File: src/rtl/lvds_tx_pkg.sv
// Shared types and constants for the LVDS 7:1 transmit link controller.
// Pure declarations: no latency, no flow control.
// State encoding matches the O_state numbering seen by software.
package lvds_tx_pkg;

    typedef enum logic [1:0] {
        ST_RST_HOLD = 2'd0,
        ST_TRAIN    = 2'd1,
        ST_WAIT_SOF = 2'd2,
        ST_ACTIVE   = 2'd3
    } state_t;

    localparam logic [6:0] CLK_PATTERN = 7'b1100011;
    localparam logic [6:0] PRBS_SEED   = 7'h7F;

    typedef struct packed {
        logic [7:0] r;
        logic [7:0] g;
        logic [7:0] b;
        logic       hs;
        logic       vs;
        logic       de;
    } pix_t;

    localparam pix_t BLANK_PIX = '0;

    // lanes[n] is the 7-bit word for data lane n, bit 6 leaves the serializer first
    typedef logic [3:0][6:0] lanes_t;

    // PRBS7, x^7 + x^6 + 1, shifting towards the MSB
    function automatic logic [6:0] prbs7_step(input logic [6:0] s);
        return {s[5:0], s[6] ^ s[5]};
    endfunction

endpackage

File: src/rtl/lvds_rgb_lane_map.sv
// RGB888 + HS/VS/DE to four 7-bit LVDS data lane words (VESA or JEIDA order).
// Latency: purely combinational.
// Backpressure: none, maps whatever is presented.
module lvds_rgb_lane_map
    import lvds_tx_pkg::*;
#(
    parameter int MAP_JEIDA = 0
) (
    input  pix_t   pix,
    output lanes_t lanes
);

    always_comb begin
        lanes = '0;
        if (MAP_JEIDA != 0) begin
            lanes[0] = {pix.g[2], pix.r[7:2]};
            lanes[1] = {pix.b[3:2], pix.g[7:3]};
            lanes[2] = {pix.de, pix.vs, pix.hs, pix.b[7:4]};
            lanes[3] = {1'b0, pix.b[1:0], pix.g[1:0], pix.r[1:0]};
        end else begin
            lanes[0] = {pix.g[0], pix.r[5:0]};
            lanes[1] = {pix.b[1:0], pix.g[5:1]};
            lanes[2] = {pix.de, pix.vs, pix.hs, pix.b[5:2]};
            lanes[3] = {1'b0, pix.b[7:6], pix.g[7:6], pix.r[7:6]};
        end
    end

endmodule

File: src/rtl/lvds_tx_link_ctrl.sv
// LVDS 7:1 TX sequencer: serdes reset hold, training, SOF wait, pixel streaming.
// Latency: 1 cycle from accepted pixel beat to O_laneN; all outputs registered.
// Backpressure: O_pix_ready high only in WAIT_SOF/ACTIVE; optional LVDS_TX_PRBS_TRAIN_EN.
module lvds_tx_link_ctrl
    import lvds_tx_pkg::*;
#(
    parameter int RST_CYC   = 16,
    parameter int TRAIN_CYC = 1024,
    parameter int MAP_JEIDA = 0
) (
    input  logic        I_clk_1x,
    input  logic        I_rst_n,
    input  logic        I_enable,
    input  logic        I_pix_valid,
    input  logic [23:0] I_pix_data,
    input  logic        I_hs,
    input  logic        I_vs,
    input  logic        I_de,
    output logic        O_pix_ready,
    output logic        O_serdes_rst,
    output logic [6:0]  O_lane0,
    output logic [6:0]  O_lane1,
    output logic [6:0]  O_lane2,
    output logic [6:0]  O_lane3,
    output logic [6:0]  O_clk_lane,
    output logic [1:0]  O_state,
    output logic [15:0] O_underflow_cnt
);

    localparam int CNT_MAX = (RST_CYC > TRAIN_CYC) ? RST_CYC : TRAIN_CYC;
    localparam int CNT_W   = (CNT_MAX > 1) ? $clog2(CNT_MAX) : 1;
    localparam logic [CNT_W-1:0] RST_LAST   = CNT_W'(RST_CYC - 1);
    localparam logic [CNT_W-1:0] TRAIN_LAST = CNT_W'(TRAIN_CYC - 1);

    state_t           state_q, state_d;
    logic [CNT_W-1:0] cnt_q, cnt_d;
    logic             hs_q, vs_q, hs_d, vs_d;
    logic             accept, sof;
    logic [15:0]      ufl_d;
    pix_t             map_pix;
    lanes_t           map_lanes, lanes_d;
    logic [6:0]       clk_lane_d, train_word;

    lvds_rgb_lane_map #(
        .MAP_JEIDA (MAP_JEIDA)
    ) u_map (
        .pix   (map_pix),
        .lanes (map_lanes)
    );

`ifdef LVDS_TX_PRBS_TRAIN_EN
    logic [6:0] lfsr_q;

    // First TRAIN word is always the seed, so re-entry restarts the sequence
    assign train_word = (state_q == ST_TRAIN) ? lfsr_q : PRBS_SEED;

    always_ff @(posedge I_clk_1x or negedge I_rst_n) begin
        if (!I_rst_n) begin
            lfsr_q <= PRBS_SEED;
        end else if (state_d == ST_TRAIN) begin
            lfsr_q <= prbs7_step(train_word);
        end
    end
`else
    assign train_word = CLK_PATTERN;
`endif

    always_comb begin
        accept  = I_pix_valid && O_pix_ready;
        sof     = accept && I_vs && !vs_q;
        state_d = state_q;
        cnt_d   = cnt_q;
        hs_d    = hs_q;
        vs_d    = vs_q;
        map_pix = BLANK_PIX;
        ufl_d   = O_underflow_cnt;

        if (state_q == ST_ACTIVE && !I_pix_valid && O_underflow_cnt != 16'hFFFF) begin
            ufl_d = O_underflow_cnt + 16'd1;
        end

        if (!I_enable) begin
            state_d = ST_RST_HOLD;
            cnt_d   = '0;
            hs_d    = 1'b0;
            vs_d    = 1'b0;
        end else begin
            case (state_q)
                ST_RST_HOLD: begin
                    hs_d = 1'b0;
                    vs_d = 1'b0;
                    if (cnt_q == RST_LAST) begin
                        cnt_d   = '0;
                        state_d = ST_TRAIN;
                    end else begin
                        cnt_d = cnt_q + CNT_W'(1);
                    end
                end
                ST_TRAIN: begin
                    if (cnt_q == TRAIN_LAST) begin
                        cnt_d   = '0;
                        state_d = ST_WAIT_SOF;
                    end else begin
                        cnt_d = cnt_q + CNT_W'(1);
                    end
                end
                ST_WAIT_SOF: begin
                    if (accept) begin
                        hs_d = I_hs;
                        vs_d = I_vs;
                    end
                    if (sof) begin
                        state_d = ST_ACTIVE;
                        map_pix = '{r: I_pix_data[23:16], g: I_pix_data[15:8],
                                    b: I_pix_data[7:0], hs: I_hs, vs: I_vs, de: I_de};
                    end
                end
                default: begin
                    if (accept) begin
                        hs_d    = I_hs;
                        vs_d    = I_vs;
                        map_pix = '{r: I_pix_data[23:16], g: I_pix_data[15:8],
                                    b: I_pix_data[7:0], hs: I_hs, vs: I_vs, de: I_de};
                    end else begin
                        // underflow: blank pixel but keep sync levels stable
                        map_pix.hs = hs_q;
                        map_pix.vs = vs_q;
                    end
                end
            endcase
        end

        clk_lane_d = (state_d == ST_RST_HOLD) ? 7'h00 : CLK_PATTERN;
        case (state_d)
            ST_RST_HOLD: lanes_d = '0;
            ST_TRAIN:    lanes_d = {4{train_word}};
            default:     lanes_d = map_lanes;
        endcase
    end

    always_ff @(posedge I_clk_1x or negedge I_rst_n) begin
        if (!I_rst_n) begin
            state_q         <= ST_RST_HOLD;
            cnt_q           <= '0;
            hs_q            <= 1'b0;
            vs_q            <= 1'b0;
            O_pix_ready     <= 1'b0;
            O_serdes_rst    <= 1'b1;
            O_lane0         <= 7'h00;
            O_lane1         <= 7'h00;
            O_lane2         <= 7'h00;
            O_lane3         <= 7'h00;
            O_clk_lane      <= 7'h00;
            O_underflow_cnt <= 16'h0000;
        end else begin
            state_q         <= state_d;
            cnt_q           <= cnt_d;
            hs_q            <= hs_d;
            vs_q            <= vs_d;
            O_pix_ready     <= (state_d == ST_WAIT_SOF) || (state_d == ST_ACTIVE);
            O_serdes_rst    <= (state_d == ST_RST_HOLD);
            O_lane0         <= lanes_d[0];
            O_lane1         <= lanes_d[1];
            O_lane2         <= lanes_d[2];
            O_lane3         <= lanes_d[3];
            O_clk_lane      <= clk_lane_d;
            O_underflow_cnt <= ufl_d;
        end
    end

    assign O_state = state_q;

endmodule

File: config.mk
export PLATFORM = sky130hd
export DESIGN_NAME = lvds_tx_link_ctrl
export DESIGN_NICKNAME = d
export VERILOG_FILES = /design/src/rtl/lvds_tx_pkg.sv /design/src/rtl/lvds_rgb_lane_map.sv /design/src/rtl/lvds_tx_link_ctrl.sv
export SDC_FILE = /design/constraint.sdc
export NUM_CORES = 1
export LEC_CHECK = 0
export BUFFER_PORTS_ARGS = -buffer_cell sky130_fd_sc_hd__buf_4
export CAP_MARGIN = 20
export CORE_ASPECT_RATIO = 1.2
export CORE_MARGIN = 2
export CORE_UTILIZATION = 45
export CTS_CLUSTER_DIAMETER = 100
export DETAILED_ROUTE_END_ITERATION = 8
export GPL_TIMING_DRIVEN = 0
export PLACE_DENSITY = 0.85
export SETUP_SLACK_MARGIN = 0.5
export SLEW_MARGIN = 0
export SYNTH_ARGS = -nofsm -noshare
export SYNTH_HDL_FRONTEND = slang
export SYNTH_SLANG_ARGS = --single-unit
File: constraint.sdc
create_clock -name I_clk_1x -period 1.7 [get_ports I_clk_1x]
set_input_delay 0.255 -clock I_clk_1x [delete_from_list [all_inputs] [get_ports I_clk_1x]]
set_output_delay 0.255 -clock I_clk_1x [all_outputs]
set_load 0.01 [all_outputs]
==> results.py <==
metrics = {
    "global_route": {
        "grt_usage_pct": 23.32,
        "gr-total-overflow": 0,
        "grt_pass1_vias": 2329,
        "grt_max_degree": 62,
        "grt_pass1_wl_microns": 11290,
        "antenna_found_initial": 0,
    },
    "power_and_ir_drop": {
        "powerDensity_nw_per_um2": 726.4,
        "p_int_uw": 2506,
        "irDropWorstVdd_v": 0.0005188,
        "combPwrFrac_pct": 4.8,
        "leakagePower_uw": 0.002311,
        "power_switching_uw": 677.5,
        "seqPwrFrac_pct": 46.0,
        "p_sw_share_pct": 21.28,
        "p_clk_share_pct": 49.2,
    },
    "logic_synthesis": {
        "ys_seq_elements": 61,
        "syn_avg_cell_area_sq_um": 11.96,
        "ys_warn_count": 0,
        "synth_area_leader_cell": "dfrtp_1",
        "synthArstFlopShare_pct": 100.0,
        "yosysSeqAreaShare_pct": 57.03,
        "synthCells": 224,
        "synth_edf_count": 0,
        "yosysUniqueCellTypes": 48,
        "synth.top_cell.area_share_pct": 56.05,
        "synth_ff_type": "dfrtp_1",
        "syn_area_sq_um": 2679,
        "synth.area.top_cells": "dfrtp_1, a21o_1, xor2_1",
    },
    "floorplan": {
        "die_h_microns": 88.52,
        "initial_core_util_pct": 46.95,
        "core_area_sq_um": 5705,
        "io_pins": 86,
        "dieArea_sq_um": 6589,
        "dieWidth_microns": 74.43,
        "rows": 30,
    },
    "layout": {
        "final_core_util_pct": 76.82,
        "antenna_cells": 0,
        "nets": 405,
        "drive_above_1_share_pct": 57.29,
        "n_fill_cell": 356,
        "final_common_cell": "buf_4",
        "final_cell_mix": "buf_4, dfrtp_1, buf_6, a21o_1, and2_1",
        "syn2layout_area_growth_pct": 63.62,
        "final_area_sq_um": 4383,
    },
    "job": {
        "drv_cap": 0,
    },
    "placement": {
        "place.port_buffers": 82,
        "place.detailed.hpwl_microns": 4321,
        "postPlaceCellArea_sq_um": 3520,
        "gp_congestion": 0.8187,
    },
    "worst_setup_path": {
        "end_kind": "flip-flop",
        "crit_fanout": 5,
        "cp-start-kind": "flip-flop",
        "cp_cell_sequence": "ha_4, and4_1, buf_6, a31oi_4, buf_6, nand4_1, xnor2_1",
        "cpMostUsedCell": "buf_6",
        "crit_required_ns": 1.95,
        "critPathMaxStageDelay_ns": 0.43,
        "worstSetupPathType": "reg -> reg",
        "slowest_stage": "dfrtp_2",
        "worstPathArrival_ns": 2.04,
    },
    "drt": {
        "wl_per_cell_microns": 17.34,
        "ant_nets": 0,
        "drtPass1Iterations": 4,
        "vias": 2370,
        "routed_wl_microns": 7925,
        "vias_per_cell": 5.186,
        "drtIter0Drc": 118,
        "post-route-drc-count": 0,
    },
    "clocking": {
        "cts-root-buf": "clkbuf_8",
        "cts.sinks": 61,
        "clk_pin_slew_ns": 0.07,
        "htreeDepth": 3,
        "cts_tree": "done",
        "clkLatencyLatePin_ns": 0.35,
        "cts.path.max_buffers": 2,
        "numCtsBuffers": 9,
    },
    "sta": {
        "relSlewSlack_pct": 63.97,
        "finalCritPeriodShare_pct": 105.5,
        "drv_slew": 0,
        "fin_worst_skew_ns": 0.006552,
        "max_freq_mhz": 557.5,
        "worst_slack_ns": -0.09356,
        "finalSetupViolations": 2,
        "final_hold_viol_count": 0,
        "layout_min_cycle_time_ns": 1.794,
        "grt_setup_unrepaired": "true",
        "worst_slew_pin_slew_ns": 0.5404,
    },
    "outcome": {
        "failed_checks": "setup timing",
        "status": "finished, violations left",
    },
    "min_path": {
        "hp-class": "in -> reg",
    },
}
[cells in the mapped netlist (2+ instances only)]
cell type,number
a21o_1,14
a22oi_1,2
a31o_1,2
and2_1,13
and3_1,3
and4_1,6
buf_2,5
buf_4,6
buf_6,4
dfrtp_1,60
ha_1,2
mux2_2,2
nand2_1,13
nand3_1,10
nand4_1,7
nor2_1,13
nor2b_1,9
o21a_1,2
o21ai_0,3
xnor2_1,10
xor2_1,11
[metrics by stage]
stage	total power (uW)	TNS (ns)	instances	setup WS [ns]	hold slack, ns
3_3_place_gp	1613	0	388	0.01586	0.3679
6_report	3184	-0.1010	457	-0.09356	0.1069
2_1_floorplan	1525	0	226	0.07104	-0.04059
3_5_place_dp	1616	-0.01666	388	-0.007743	0.3705
5_1_grt	3284	-0.2034	457	-0.08192	0.09381
4_1_cts	3171	0	436	0.04616	0.1021
[state kept, by name (all words and copies together) (netlist names), 2 cells and up]
register         cells
O_state              2
O_lane1              7
O_lane0              7
O_underflow_cnt     16
O_lane2              7
O_lane3              7
cnt_q               10
[kinds of logic after synthesis]
family | after synthesis | share of synthesized area (%)
compound gates | 32 | 9.388
xor+xnor | 21 | 6.866
fa+ha+maj | 2 | 0.9340
buf+inv | 17 | 4.577
flops | 61 | 57.03
mux | 3 | 1.401
other cells | 1 | 0.1400
simple gates | 87 | 19.66
[layout make-up]
cell class | count | area [sq um] | share of cell area (%)
clock buffers | 9 | 123.9 | 2.826
plain buffers | 16 | 161.4 | 3.683
multi-input cells | 148 | 1210 | 27.60
well taps | 80 | 100.1 | 2.284
inverters | 1 | 3.754 | 0.08564
repair buffers | 135 | 1127 | 25.72
flip-flops and latches | 61 | 1543 | 35.20
clock inverters | 7 | 113.9 | 2.598
[layer usage]
metal,global-route usage (%),vias up,share of wire (%)
li1,-,1055,-
met1,26.41,1174,37
met2,40.95,110,54
met3,4.556,31,4.8
met4,12.50,0,3.8
met5,0,-,0
[repair_timing]
item | CTS | global route
gates cloned | 4 | 0
endpoints found under the hold margin | 1 | 0
pin swaps | 14 | 10
setup buffers | 27 | 21
hold buffers | 1 | 0
gates resized for setup | 33 | 28
endpoints found under the setup margin | 72 | 93
[critical path: cells and delay by family, from the launching register on]
kind / cells / cell delay, ns
XOR/XNOR: 1 / 0.25
AND/OR/NAND/NOR: 2 / 0.36
flip-flops: 1 / 0.43
buffers and inverters: 2 / 0.29
AO/OA/AOI/OAI: 1 / 0.19
adder cells (fa/ha/maj): 1 / 0.17
[final timing paths]
path,start,end,cells after the start,slack [ns]
min in group asynchronous,I_rst_n,O_underflow_cnt[4],2,0.44
worst max register to register,O_underflow_cnt[0],O_underflow_cnt[10],7,-0.09
worst max-delay path,O_underflow_cnt[0],O_underflow_cnt[10],7,-0.09
worst min register to register,O_underflow_cnt[7],O_underflow_cnt[7],1,0.54
worst min-delay path,I_pix_data[8],O_lane0[6],2,0.11
max in group asynchronous,I_rst_n,cnt_q[6],2,0.84
[power groups by stage]
| stage | Clock (uW) | Sequential (uW) | Combinational [uW] |
|---|---|---|---|
| 3_5_place_dp | 0 | 1490 | 123 |
| 4_1_cts | 1570 | 1460 | 141 |
| 6_report | 1570 | 1460 | 152 |
| 2_1_floorplan | 0 | 1490 | 33.7 |
| 5_1_grt | 1650 | 1460 | 167 |
| 3_3_place_gp | 0 | 1490 | 120 |
Power figures use the tool's default switching activity.
